**src/rtl/txr_write_packetizer_if.sv**
```systemverilog
// Bus bundle for txr_write_packetizer: descriptor, payload and TXR packet streams.
// The WR_REQ_IS_READ signal exists only when TXR_PACKETIZER_READ_REQ_EN is defined.
interface txr_write_packetizer_if;
  localparam int unsigned DATA_W = 128;
  localparam int unsigned ADDR_W = 64;
  localparam int unsigned LEN_W  = 10;

  logic              WR_REQ_VALID;
  logic              WR_REQ_READY;
  logic [ADDR_W-1:0] WR_REQ_ADDR;
  logic [LEN_W-1:0]  WR_REQ_LEN;
  logic [7:0]        WR_REQ_TAG;
  logic [3:0]        WR_REQ_FBE;
  logic [3:0]        WR_REQ_LBE;
`ifdef TXR_PACKETIZER_READ_REQ_EN
  logic              WR_REQ_IS_READ;
`endif
  logic [DATA_W-1:0] WR_DATA;
  logic              WR_DATA_VALID;
  logic              WR_DATA_READY;
  logic [DATA_W-1:0] TXR_PKT;
  logic              TXR_PKT_VALID;
  logic              TXR_PKT_READY;
  logic              TXR_PKT_START_FLAG;
  logic [1:0]        TXR_PKT_START_OFFSET;
  logic              TXR_PKT_END_FLAG;
  logic [1:0]        TXR_PKT_END_OFFSET;
  logic              BUSY;

  // Requester / packet-sink side
  modport master (
`ifdef TXR_PACKETIZER_READ_REQ_EN
    output WR_REQ_IS_READ,
`endif
    output WR_REQ_VALID, WR_REQ_ADDR, WR_REQ_LEN, WR_REQ_TAG, WR_REQ_FBE, WR_REQ_LBE,
    output WR_DATA, WR_DATA_VALID, TXR_PKT_READY,
    input  WR_REQ_READY, WR_DATA_READY, TXR_PKT, TXR_PKT_VALID, TXR_PKT_START_FLAG,
    input  TXR_PKT_START_OFFSET, TXR_PKT_END_FLAG, TXR_PKT_END_OFFSET, BUSY
  );

  // Packetizer side
  modport slave (
`ifdef TXR_PACKETIZER_READ_REQ_EN
    input  WR_REQ_IS_READ,
`endif
    input  WR_REQ_VALID, WR_REQ_ADDR, WR_REQ_LEN, WR_REQ_TAG, WR_REQ_FBE, WR_REQ_LBE,
    input  WR_DATA, WR_DATA_VALID, TXR_PKT_READY,
    output WR_REQ_READY, WR_DATA_READY, TXR_PKT, TXR_PKT_VALID, TXR_PKT_START_FLAG,
    output TXR_PKT_START_OFFSET, TXR_PKT_END_FLAG, TXR_PKT_END_OFFSET, BUSY
  );
endinterface

```
**src/rtl/txr_write_packetizer.sv**
```systemverilog
// Write-request packetizer: turns a descriptor plus payload stream into a TXR
// packet (one 4-DW header beat followed by payload beats) behind a single
// output register. Optional read descriptors (header-only packets) are enabled
// by defining TXR_PACKETIZER_READ_REQ_EN.
module txr_write_packetizer #(
  parameter int unsigned C_PCI_DATA_WIDTH = 128,
  parameter int unsigned C_MAX_LEN_DW     = 1024,
  parameter logic [15:0] C_REQUESTER_ID   = 16'h0000
) (
  input logic                   CLK,
  input logic                   RST_N,
  txr_write_packetizer_if.slave bus
);
  localparam int unsigned CNT_W          = 11;
  localparam int unsigned UPKT_TXR_FBE_I = 104;
  localparam int unsigned UPKT_TXR_LBE_I = 108;
  localparam int unsigned FBE_POS        = UPKT_TXR_FBE_I % C_PCI_DATA_WIDTH;
  localparam int unsigned LBE_POS        = UPKT_TXR_LBE_I % C_PCI_DATA_WIDTH;

  typedef enum logic [1:0] {IDLE, HDR, DATA} stateT;

  stateT                       stateQ, stateD;
  logic [CNT_W-1:0]            remQ, remD;
  logic                        isReadQ, isReadD;
  logic                        rstDoneQ;
  logic [C_PCI_DATA_WIDTH-1:0] pktQ, pktD, hdr;
  logic                        validQ, validD;
  logic                        startQ, startD;
  logic                        endQ, endD;
  logic [1:0]                  endOffQ, endOffD;

  logic canLoad, reqReady, dataReady, reqFire, dataFire, lastBeat, reqIsRead;

`ifdef TXR_PACKETIZER_READ_REQ_EN
  assign reqIsRead = bus.WR_REQ_IS_READ;
`else
  assign reqIsRead = 1'b0;
`endif

  // Handshake decode around the single output register
  assign canLoad   = !validQ || bus.TXR_PKT_READY;
  assign reqReady  = rstDoneQ && (stateQ == IDLE) && canLoad;
  assign dataReady = ((stateQ == HDR) || (stateQ == DATA)) && !isReadQ && canLoad;
  assign reqFire   = bus.WR_REQ_VALID && reqReady;
  assign dataFire  = bus.WR_DATA_VALID && dataReady;
  assign lastBeat  = (remQ <= CNT_W'(4));

  // Header beat assembled straight from the descriptor inputs
  always_comb begin
    hdr                 = '0;
    hdr[63:0]           = bus.WR_REQ_ADDR & ~64'h3;
    hdr[74:64]          = CNT_W'(bus.WR_REQ_LEN);
    hdr[78:75]          = reqIsRead ? 4'b0000 : 4'b0001;
    hdr[95:80]          = C_REQUESTER_ID;
    hdr[103:96]         = bus.WR_REQ_TAG;
    hdr[FBE_POS +: 4]   = bus.WR_REQ_FBE;
    hdr[LBE_POS +: 4]   = (bus.WR_REQ_LEN == 10'd1) ? 4'b0000 : bus.WR_REQ_LBE;
  end

  // State, counter and output register
  always_ff @(posedge CLK or negedge RST_N) begin
    if (!RST_N) begin
      stateQ   <= IDLE;
      remQ     <= '0;
      isReadQ  <= 1'b0;
      rstDoneQ <= 1'b0;
      pktQ     <= '0;
      validQ   <= 1'b0;
      startQ   <= 1'b0;
      endQ     <= 1'b0;
      endOffQ  <= 2'd0;
    end else begin
      stateQ   <= stateD;
      remQ     <= remD;
      isReadQ  <= isReadD;
      rstDoneQ <= 1'b1;
      pktQ     <= pktD;
      validQ   <= validD;
      startQ   <= startD;
      endQ     <= endD;
      endOffQ  <= endOffD;
    end
  end

  // Next-state and remaining-DW counter
  always_comb begin
    stateD  = stateQ;
    remD    = remQ;
    isReadD = isReadQ;
    unique case (stateQ)
      IDLE: begin
        if (reqFire) begin
          stateD  = HDR;
          remD    = (bus.WR_REQ_LEN == '0) ? CNT_W'(C_MAX_LEN_DW) : CNT_W'(bus.WR_REQ_LEN);
          isReadD = reqIsRead;
        end
      end
      HDR: begin
        // Header leaves when the register can load; first data beat may load alongside
        if (canLoad) begin
          if (isReadQ || (dataFire && lastBeat)) stateD = IDLE;
          else                                   stateD = DATA;
        end
      end
      DATA: begin
        if (dataFire && lastBeat) stateD = IDLE;
      end
      default: stateD = IDLE;
    endcase
    if (dataFire) remD = lastBeat ? '0 : remQ - CNT_W'(4);
  end

  // Output register next value: header, payload beat, bubble or hold
  always_comb begin
    pktD    = pktQ;
    validD  = validQ;
    startD  = startQ;
    endD    = endQ;
    endOffD = endOffQ;
    if (canLoad) begin
      validD  = 1'b0;
      startD  = 1'b0;
      endD    = 1'b0;
      endOffD = 2'd0;
      if (reqFire) begin
        pktD    = hdr;
        validD  = 1'b1;
        startD  = 1'b1;
        endD    = reqIsRead;
        endOffD = reqIsRead ? 2'd3 : 2'd0;
      end else if (dataFire) begin
        pktD    = bus.WR_DATA;
        validD  = 1'b1;
        endD    = lastBeat;
        endOffD = lastBeat ? 2'(remQ - CNT_W'(1)) : 2'd0;
      end
    end
  end

  assign bus.WR_REQ_READY         = reqReady;
  assign bus.WR_DATA_READY        = dataReady;
  assign bus.TXR_PKT              = pktQ;
  assign bus.TXR_PKT_VALID        = validQ;
  assign bus.TXR_PKT_START_FLAG   = startQ;
  assign bus.TXR_PKT_START_OFFSET = 2'd0;
  assign bus.TXR_PKT_END_FLAG     = endQ;
  assign bus.TXR_PKT_END_OFFSET   = endOffQ;
  assign bus.BUSY                 = (stateQ != IDLE) || validQ;
endmodule

```
**src/flat_wrapper.sv**
```systemverilog
// flat-port wrapper written by rule: the top's interface ports become plain ports
module txr_write_packetizer_flat 
#(
  parameter int unsigned C_PCI_DATA_WIDTH = 128,
  parameter int unsigned C_MAX_LEN_DW     = 1024,
  parameter logic [15:0] C_REQUESTER_ID   = 16'h0000
)
  (CLK, RST_N, bus_WR_REQ_VALID, bus_WR_REQ_ADDR, bus_WR_REQ_LEN, bus_WR_REQ_TAG, bus_WR_REQ_FBE, bus_WR_REQ_LBE, bus_WR_DATA, bus_WR_DATA_VALID, bus_TXR_PKT_READY, bus_WR_REQ_READY, bus_WR_DATA_READY, bus_TXR_PKT, bus_TXR_PKT_VALID, bus_TXR_PKT_START_FLAG, bus_TXR_PKT_START_OFFSET, bus_TXR_PKT_END_FLAG, bus_TXR_PKT_END_OFFSET, bus_BUSY);
  txr_write_packetizer_if bus_i ();
  input logic CLK;
  input logic RST_N;
  input wire logic [$bits(bus_i.WR_REQ_VALID)-1:0] bus_WR_REQ_VALID;
  input wire logic [$bits(bus_i.WR_REQ_ADDR)-1:0] bus_WR_REQ_ADDR;
  input wire logic [$bits(bus_i.WR_REQ_LEN)-1:0] bus_WR_REQ_LEN;
  input wire logic [$bits(bus_i.WR_REQ_TAG)-1:0] bus_WR_REQ_TAG;
  input wire logic [$bits(bus_i.WR_REQ_FBE)-1:0] bus_WR_REQ_FBE;
  input wire logic [$bits(bus_i.WR_REQ_LBE)-1:0] bus_WR_REQ_LBE;
  input wire logic [$bits(bus_i.WR_DATA)-1:0] bus_WR_DATA;
  input wire logic [$bits(bus_i.WR_DATA_VALID)-1:0] bus_WR_DATA_VALID;
  input wire logic [$bits(bus_i.TXR_PKT_READY)-1:0] bus_TXR_PKT_READY;
  output wire logic [$bits(bus_i.WR_REQ_READY)-1:0] bus_WR_REQ_READY;
  output wire logic [$bits(bus_i.WR_DATA_READY)-1:0] bus_WR_DATA_READY;
  output wire logic [$bits(bus_i.TXR_PKT)-1:0] bus_TXR_PKT;
  output wire logic [$bits(bus_i.TXR_PKT_VALID)-1:0] bus_TXR_PKT_VALID;
  output wire logic [$bits(bus_i.TXR_PKT_START_FLAG)-1:0] bus_TXR_PKT_START_FLAG;
  output wire logic [$bits(bus_i.TXR_PKT_START_OFFSET)-1:0] bus_TXR_PKT_START_OFFSET;
  output wire logic [$bits(bus_i.TXR_PKT_END_FLAG)-1:0] bus_TXR_PKT_END_FLAG;
  output wire logic [$bits(bus_i.TXR_PKT_END_OFFSET)-1:0] bus_TXR_PKT_END_OFFSET;
  output wire logic [$bits(bus_i.BUSY)-1:0] bus_BUSY;
  assign bus_i.WR_REQ_VALID = bus_WR_REQ_VALID;
  assign bus_i.WR_REQ_ADDR = bus_WR_REQ_ADDR;
  assign bus_i.WR_REQ_LEN = bus_WR_REQ_LEN;
  assign bus_i.WR_REQ_TAG = bus_WR_REQ_TAG;
  assign bus_i.WR_REQ_FBE = bus_WR_REQ_FBE;
  assign bus_i.WR_REQ_LBE = bus_WR_REQ_LBE;
  assign bus_i.WR_DATA = bus_WR_DATA;
  assign bus_i.WR_DATA_VALID = bus_WR_DATA_VALID;
  assign bus_i.TXR_PKT_READY = bus_TXR_PKT_READY;
  assign bus_WR_REQ_READY = bus_i.WR_REQ_READY;
  assign bus_WR_DATA_READY = bus_i.WR_DATA_READY;
  assign bus_TXR_PKT = bus_i.TXR_PKT;
  assign bus_TXR_PKT_VALID = bus_i.TXR_PKT_VALID;
  assign bus_TXR_PKT_START_FLAG = bus_i.TXR_PKT_START_FLAG;
  assign bus_TXR_PKT_START_OFFSET = bus_i.TXR_PKT_START_OFFSET;
  assign bus_TXR_PKT_END_FLAG = bus_i.TXR_PKT_END_FLAG;
  assign bus_TXR_PKT_END_OFFSET = bus_i.TXR_PKT_END_OFFSET;
  assign bus_BUSY = bus_i.BUSY;
  txr_write_packetizer #(.C_PCI_DATA_WIDTH(C_PCI_DATA_WIDTH), .C_MAX_LEN_DW(C_MAX_LEN_DW), .C_REQUESTER_ID(C_REQUESTER_ID)) u_core (.CLK(CLK), .RST_N(RST_N), .bus(bus_i));
endmodule
```
**config.mk**
```make
export PLATFORM = sky130hd
export DESIGN_NAME = txr_write_packetizer_flat
export DESIGN_NICKNAME = d
export VERILOG_FILES = /design/src/rtl/txr_write_packetizer_if.sv /design/src/rtl/txr_write_packetizer.sv /design/src/flat_wrapper.sv
export SDC_FILE = /design/constraint.sdc
export NUM_CORES = 1
export LEC_CHECK = 0
export ABC_CLOCK_PERIOD_IN_PS = 2450
export BUFFER_PORTS_ARGS = -buffer_cell sky130_fd_sc_hd__buf_2
export CAP_MARGIN = 20
export CORE_AREA = 4 4 140 142
export CTS_BUF_LIST = sky130_fd_sc_hd__clkbuf_8
export DETAILED_ROUTE_END_ITERATION = 10
export DIE_AREA = 0 0 144 146
export PLACE_DENSITY = 0.65
export SYNTH_ARGS = -nofsm -noshare
export SYNTH_HDL_FRONTEND = slang
export SYNTH_SLANG_ARGS = --single-unit
```
**constraint.sdc**
```tcl
create_clock -name CLK -period 2.45 [get_ports CLK]
set_input_delay 0.3675 -clock CLK [delete_from_list [all_inputs] [get_ports CLK]]
set_output_delay 0.3675 -clock CLK [all_outputs]
set_load 0.03 [all_outputs]
```
### Yosys cells after proc, flatten, opt, wreduce, memory -nomap -nowiden

Index checks and enable logic that the tools add are counted.

| storage, ports and cells | value |
|---|---|
| register bits after elaboration | 147 |
| input bits | 223 |
| output and inout bits | 138 |
| word-level logic and storage cells | 56 |

| operators by class | value |
|---|---|
| $add $sub $neg | 2 |
| magnitude comparators | 1 |
| equal/unequal tests | 6 |
| multiplexer cells | 21 |
| reductions and logical operators | 18 |

Operators by type and width:

| operator | number |
|---|---|
| $mux W128 | 2 |
| $mux W11 | 5 |
| $mux W2 | 7 |
| $le A11 B3 Y1 const B | 1 |
| $sub A11 B3 Y11 const B | 1 |
| $eq A10 B1 Y1 const B | 1 |
| $logic_not A10 Y1 | 1 |
| $logic_and A1 B1 Y1 | 6 |
| $pmux W2 S3 | 1 |
| $reduce_bool A2 Y1 | 3 |
| $mux W1 | 5 |
| $mux W4 | 1 |
| $ne A2 B1 Y1 const B | 2 |
| $reduce_and A2 Y1 | 2 |
| $logic_or A1 B1 Y1 | 3 |
| $reduce_and A3 Y1 | 1 |
| $eq A2 B1 Y1 const B | 1 |
| $eq A2 B2 Y1 const B | 1 |
| $logic_not A2 Y1 | 1 |
| $ne A2 B2 Y1 const B | 1 |
| $sub A2 B1 Y2 const B | 1 |
| $logic_not A1 Y1 | 1 |

### Depth between registers and ports, before layout

| logic depth | value |
|---|---|
| depth after elaboration | 8 |
| mapped depth | 7 |
| gate-level depth less buffers | 7 |

### Least setup slack after synthesis

No wires, ideal clock.

| timing path | value |
|---|---|
| kind | register to register |
| start point | register u_core.validQ, in the netlist u_core.bus.TXR_PKT_VALID |
| end point | register u_core.remQ[4] |
| setup time | 126 ps |
| arrival | 1474 ps |
| required time | 2324 ps |
| setup slack | 850 ps |
| stages on the path, launching flop included | 7 |
| path buffers | 2 |
| period minus slack after synthesis | 1600 ps |
| cell sequence | dfrtp_1 nand2b_1 buf_4 and3_2 buf_4 nor2_2 a221o_1 |

| between the ends | value |
|---|---|
| cells in the longest elaborated chain, start to end | 6 |
| elaborated cells between the ends (all ways) | 10 |
| those cells by class | 1 x mux; 9 x reduce/logical |

Ends and longest elaborated chain:

| item | line | text |
|---|---|---|
| start: declaration | txr_write_packetizer.sv:27 | `logic validQ, validD;` |
| start signal: assignment | txr_write_packetizer.sv:78 | `validQ <= validD;` |
| $logic_not A1 Y1 * | txr_write_packetizer.sv:41 | `assign canLoad = !validQ \|\| bus.TXR_PKT_READY;` |
| $logic_or A1 B1 Y1 * | txr_write_packetizer.sv:41 |  |
| $logic_and A1 B1 Y1, on equally long branches | txr_write_packetizer.sv:43, txr_write_packetizer.sv:42 |  |
| $logic_and A1 B1 Y1, on equally long branches | txr_write_packetizer.sv:45, txr_write_packetizer.sv:44 |  |
| $reduce_bool A2 Y1 (no source line) | - |  |
| $reduce_and A2 Y1 (no source line) | - |  |
| end signal: assignment | txr_write_packetizer.sv:74 | `remQ <= remD;` |
| end: declaration | txr_write_packetizer.sv:23 | `logic [CNT_W-1:0] remQ, remD;` |

Every way passes the cells marked *; elsewhere a longest branch is shown, timed or not.
A chain may end at the register's enable or synchronous reset.

### Final worst setup path

| timing path | value |
|---|---|
| start point | register u_core.stateQ[1] |
| end point | output bus_WR_DATA_READY |

| between the ends | value |
|---|---|
| cells in the longest elaborated chain, start to end | 3 |
| elaborated cells between the ends (all ways) | 4 |
| those cells by class | 2 x eq/ne; 2 x reduce/logical |

Ends and longest elaborated chain:

| item | line | text |
|---|---|---|
| start: declaration | txr_write_packetizer.sv:22 | `stateT stateQ, stateD;` |
| start signal: assignment | txr_write_packetizer.sv:73 | `stateQ <= stateD;` |
| $eq A2 B1 Y1 / $eq A2 B2 Y1 (equally long branches) | txr_write_packetizer.sv:43 | `assign dataReady = ((stateQ == HDR) \|\| (stateQ == DATA)) && !isReadQ && canLoad;` |
| $logic_or A1 B1 Y1 * | txr_write_packetizer.sv:43 |  |
| $logic_and A1 B1 Y1 * | txr_write_packetizer.sv:43 |  |
| end: declaration | flat_wrapper.sv:22 | `output wire logic [$bits(bus_i.WR_DATA_READY)-1:0] bus_WR_DATA_READY;` |

Marks and branches as above.

==> results.txt <==
----------------------------------------------------
[Clock tree]
  Clk buf depth ... 2
  Root Buffer Master ... sky130_fd_sc_hd__clkbuf_8
  Clock-pin slew on the worst setup and hold paths ... roughly 0.080 ns
  Number of buffers inserted by post-CTS setup repair ... 0
  Clk sinks ... 147
  CTS tree ... built
  H-tree depth ... 4
  Total clock buffers created by CTS ... 17
  Worst-skew pair later-pin latency ... about 0.44 ns

[Floorplanning]
  Die outline width ... 144 um
  Ports ... 361
  Initial standard-cell utilization of the core ... 36.3%
  Placeable core area ... about 0.018 mm^2
  Floorplan die area ... roughly 0.021 mm^2
  Die extent in y ... ~150 um
  Site Rows ... 50

[Placement]
  RePlAce Congestion ... between 0.8 and 0.9
  Half-perimeter wire length of the detailed placement result ... roughly 16000 um
  Quantity of I/O buffers inserted on ports ... approximately 360

[STA]
  Fraction of the cycle the final worst path needs ... 80.4%
  Final Hold Vio Count ... 0
  Clock Skew ... around 0.013 ns
  Clock period minus worst slack ... 1.97 ns
  Worst-Margin Slew ... ~0.64 ns
  Peak Freq ... a little over 500 MHz
  Worst hold-check slack ... about 0.14 ns
  Setup TNS after final layout ... 0 ns
  Slew margin rel. ... 56.8%
  Setup violation total in the final timing report ... 0
  Final Max Tran Viols ... 0
  Unrepaired setup endpoints after global routing ... false

[Power and ir drop]
  Register share of total power ... between 30 and 40%
  Leakage ... between 4 and 5 nW
  Sw Ratio ... approximately half
  P_sw ... between 6 and 7 mW
  IR drop worst, VDD ... ~700 uV
  Power density of the placed cells ... ~1400 mW/mm^2
  Logic gate share of total power ... 52.6%
  Post-route total power ... between 10 and 15 mW
  Relative contribution of the clock network to total power ... 15.2%
  Internal ... between 6 and 7 mW

[GRT]
  Global route total overflow ... 0
  Via count of the first global-routing pass ... 6483
  Global-route wire length before repair ... 33600 um
  Global-route total usage across every layer ... 19.9%
  Number of antenna violations at the first check in global routing ... 1
  Pin count of the biggest net entering global routing ... 77

[Drt]
  First drt pass iteration count ... 4
  Routed via count divided by cell count ... between 4 and 5
  Count of routing violations after the opening detailed-route iteration ... around 350
  Wire length after detailed routing ... 21600 um
  Detail-routed net length per standard cell ... about 16 um
  DRC violations left ... 0
  Antenna Nets Post-Route ... 0
  Via count ... between 6000 and 7000

[Synthesis]
  Flip-flop cell with the highest count after synthesis ... sky130_fd_sc_hd__dfrtp_1
  Total of warnings raised by yosys ... 0
  Number of synthesized flops with an enable pin ... 0
  Mapped Avg Cell Area ... a little under 9 um^2
  Cells after Synth ... roughly 770
  Fraction of the yosys area taken by sequential cells ... between 50 and 60%
  Distinct cells, synth ... 45
  Netlist Area Pre-Place ... about 0.0067 mm^2
  FF+latch count, synth ... 147
  Share of synthesized registers carrying an async set or reset ... 100%

[Setup path]
  Setup crit end kind ... primary output
  Critical Path Fanout Max ... 4
  FF-to-FF setup slack ... about 0.50 ns
  Slowest-stage cell, CP ... sky130_fd_sc_hd__dfrtp_1
  Maximum cell stage delay along the critical path ... between 0.3 and 0.4 ns
  RR Endpoint ... u_core.bus.TXR_PKT[34]
  Data required time of the worst path ... around 2.1 ns
  Crit path buf inv count ... 2
  Setup crit start kind ... register
  Cell count of the worst reg-to-reg path ... 7
  Cell family with the largest share of critical-path delay ... flip-flops
  Arrival @ worst endpoint ... around 1.6 ns
  Worst path cell trace ... inv_1 > ha_1 > and2_1 > buf_2
  Worst r2r src ... u_core.stateQ[1]
  Category of the most critical setup path ... register to primary output

[Hold path]
  Critical hold path startpoint ... bus_WR_REQ_LBE[0]
  Worst hold path depth ... 2
  Path type of the worst min-delay path ... input pin to register
  Hold-critical path endpoint ... u_core.bus.TXR_PKT[108]

[Finish]
  Fraction of layout cells with a size suffix above 1 ... a little under two fifths
  Number of fill cells ... 1791
  Post-synthesis to final-layout area growth ... 36.4%
  Number of nets in the layout ... about 1300
  # diodes ... 0

[Job]
  Max-cap violations ... 0

[Run status]
  Result of the run ... complete, no violations

----------------------------------------------------
[cell usage after synthesis, types with 3 or more instances]
master | n | area share, %
sky130_fd_sc_hd__inv_1 | 9 | 0.50
sky130_fd_sc_hd__o21ai_0 | 8 | 0.60
sky130_fd_sc_hd__a21oi_1 | 44 | 3.3
sky130_fd_sc_hd__nand2b_1 | 3 | 0.28
sky130_fd_sc_hd__o2bb2ai_1 | 5 | 0.65
sky130_fd_sc_hd__o22ai_1 | 4 | 0.37
sky130_fd_sc_hd__nand2_1 | 260 | 15
sky130_fd_sc_hd__clkbuf_1 | 19 | 1.1
sky130_fd_sc_hd__buf_2 | 31 | 2.3
sky130_fd_sc_hd__nor3_1 | 5 | 0.37
sky130_fd_sc_hd__buf_4 | 7 | 0.78
sky130_fd_sc_hd__nor2_1 | 90 | 5.0
sky130_fd_sc_hd__a31oi_1 | 84 | 7.8
sky130_fd_sc_hd__dfrtp_1 | 147 | 55
sky130_fd_sc_hd__nand3_1 | 4 | 0.30
sky130_fd_sc_hd__ha_1 | 7 | 1.3
sky130_fd_sc_hd__mux2i_1 | 9 | 1.3
sky130_fd_sc_hd__nor4_1 | 4 | 0.37
[layout make-up]
| class | instances | area [um^2] | area share (%) |
|---|---|---|---|
| Multi-Input combinational cell | 558 | 2720 | 29.7 |
| Timing Repair Buffer | 370 | 2020 | 22.1 |
| Sequential cell | 147 | 3680 | 40.2 |
| Inverter | 9 | 33.8 | 0.369 |
| Clock inverter | 12 | 156 | 1.71 |
| Tap cell | 234 | 293 | 3.20 |
| Clock buffer | 18 | 248 | 2.71 |
[power by group through the flow]
stage          Combinational (mW)  Clock (mW)  Sequential (mW)
2_1_floorplan                2.77           0             6.25
3_3_place_gp                 6.87           0             4.25
3_5_place_dp                 7.00           0             4.24
4_1_cts                      6.99        2.06             4.23
5_1_grt                      7.49        2.15             4.37
6_report                     6.91        2.00             4.23
[kinds of logic (layout without fill, tap and decap cells)]
group           Yosys count  in the layout  synth area share [%]
compound gates          156            156                  14.2
xor+xnor                  2              2                 0.261
fa+ha+maj                 7              7                  1.31
buf+inv                  67            409                  4.83
flops                   147            147                  54.9
mux                       9              9                  1.34
other cells               2              3                 0.112
simple gates            381            381                  23.1
[state kept, by name, indices dropped and copies added (netlist names)]
name                           flops
u_core.rstDoneQ                    1
u_core.remQ                       11
u_core.bus.TXR_PKT_END_FLAG        1
u_core.bus.TXR_PKT_VALID           1
u_core.stateQ                      2
u_core.bus.TXR_PKT_END_OFFSET      2
u_core.bus.TXR_PKT_START_FLAG      1
u_core.bus.TXR_PKT               128
[cell usage in the layout (no fill, tap or decap), drive strengths merged, types with 4 or more instances in the layout]
master	Yosys	routed
buf	39	369
inv	9	11
a31oi	84	84
nor3	5	5
nand3	5	5
o22ai	5	5
dfrtp	147	147
o2bb2ai	5	5
clkinvlp	0	4
ha	7	7
clkbuf	19	18
nor4	5	5
a21oi	44	44
mux2i	9	9
o21ai	9	9
nor2	91	91
nand2	261	261
[metrics by stage]
step	area, um^2	util, %	setup WS (ns)	cells
4_1_cts	9150	49.6	0.434	1348
3_3_place_gp	8730	47.3	0.538	1317
5_1_grt	9150	49.6	0.369	1348
6_report	9150	49.6	0.479	1348
2_1_floorplan	6710	-	0.850	772
3_5_place_dp	8730	47.3	0.505	1317
[how the worst max path moves through the flow]
| stage | from | endpoint | slack [ns] | cells past startpoint |
|---|---|---|---|---|
| global route | u_core.stateQ[1] | bus_WR_REQ_READY | 0.37 | 4 |
| detailed placement | u_core.stateQ[1] | u_core.bus.TXR_PKT[34] | 0.50 | 7 |
| global placement | u_core.stateQ[1] | u_core.bus.TXR_PKT[33] | 0.54 | 7 |
| finish | u_core.stateQ[1] | bus_WR_DATA_READY | 0.48 | 4 |
| floorplan | u_core.bus.TXR_PKT_VALID | u_core.remQ[4] | 0.85 | 6 |
| CTS | u_core.stateQ[1] | bus_WR_DATA_READY | 0.43 | 4 |
[what timing repair did]
| item | in CTS | in global routing |
|---|---|---|
| hold endpoints to repair | 48 | 0 |
| hold buffers | 1 | 0 |
| resized for setup | 0 | 0 |
[per-layer routing]
layer / routed length [um] / vias up / global-route usage [%]
met5: 20 / - / 0
met4: 311 / 2 / 5.60
met3: 1950 / 27 / 6.21
met2: 10100 / 288 / 32.5
met1: 9200 / 3097 / 25.3
li1: - / 3240 / -
No activity file was read; power rests on OpenSTA's default activity.
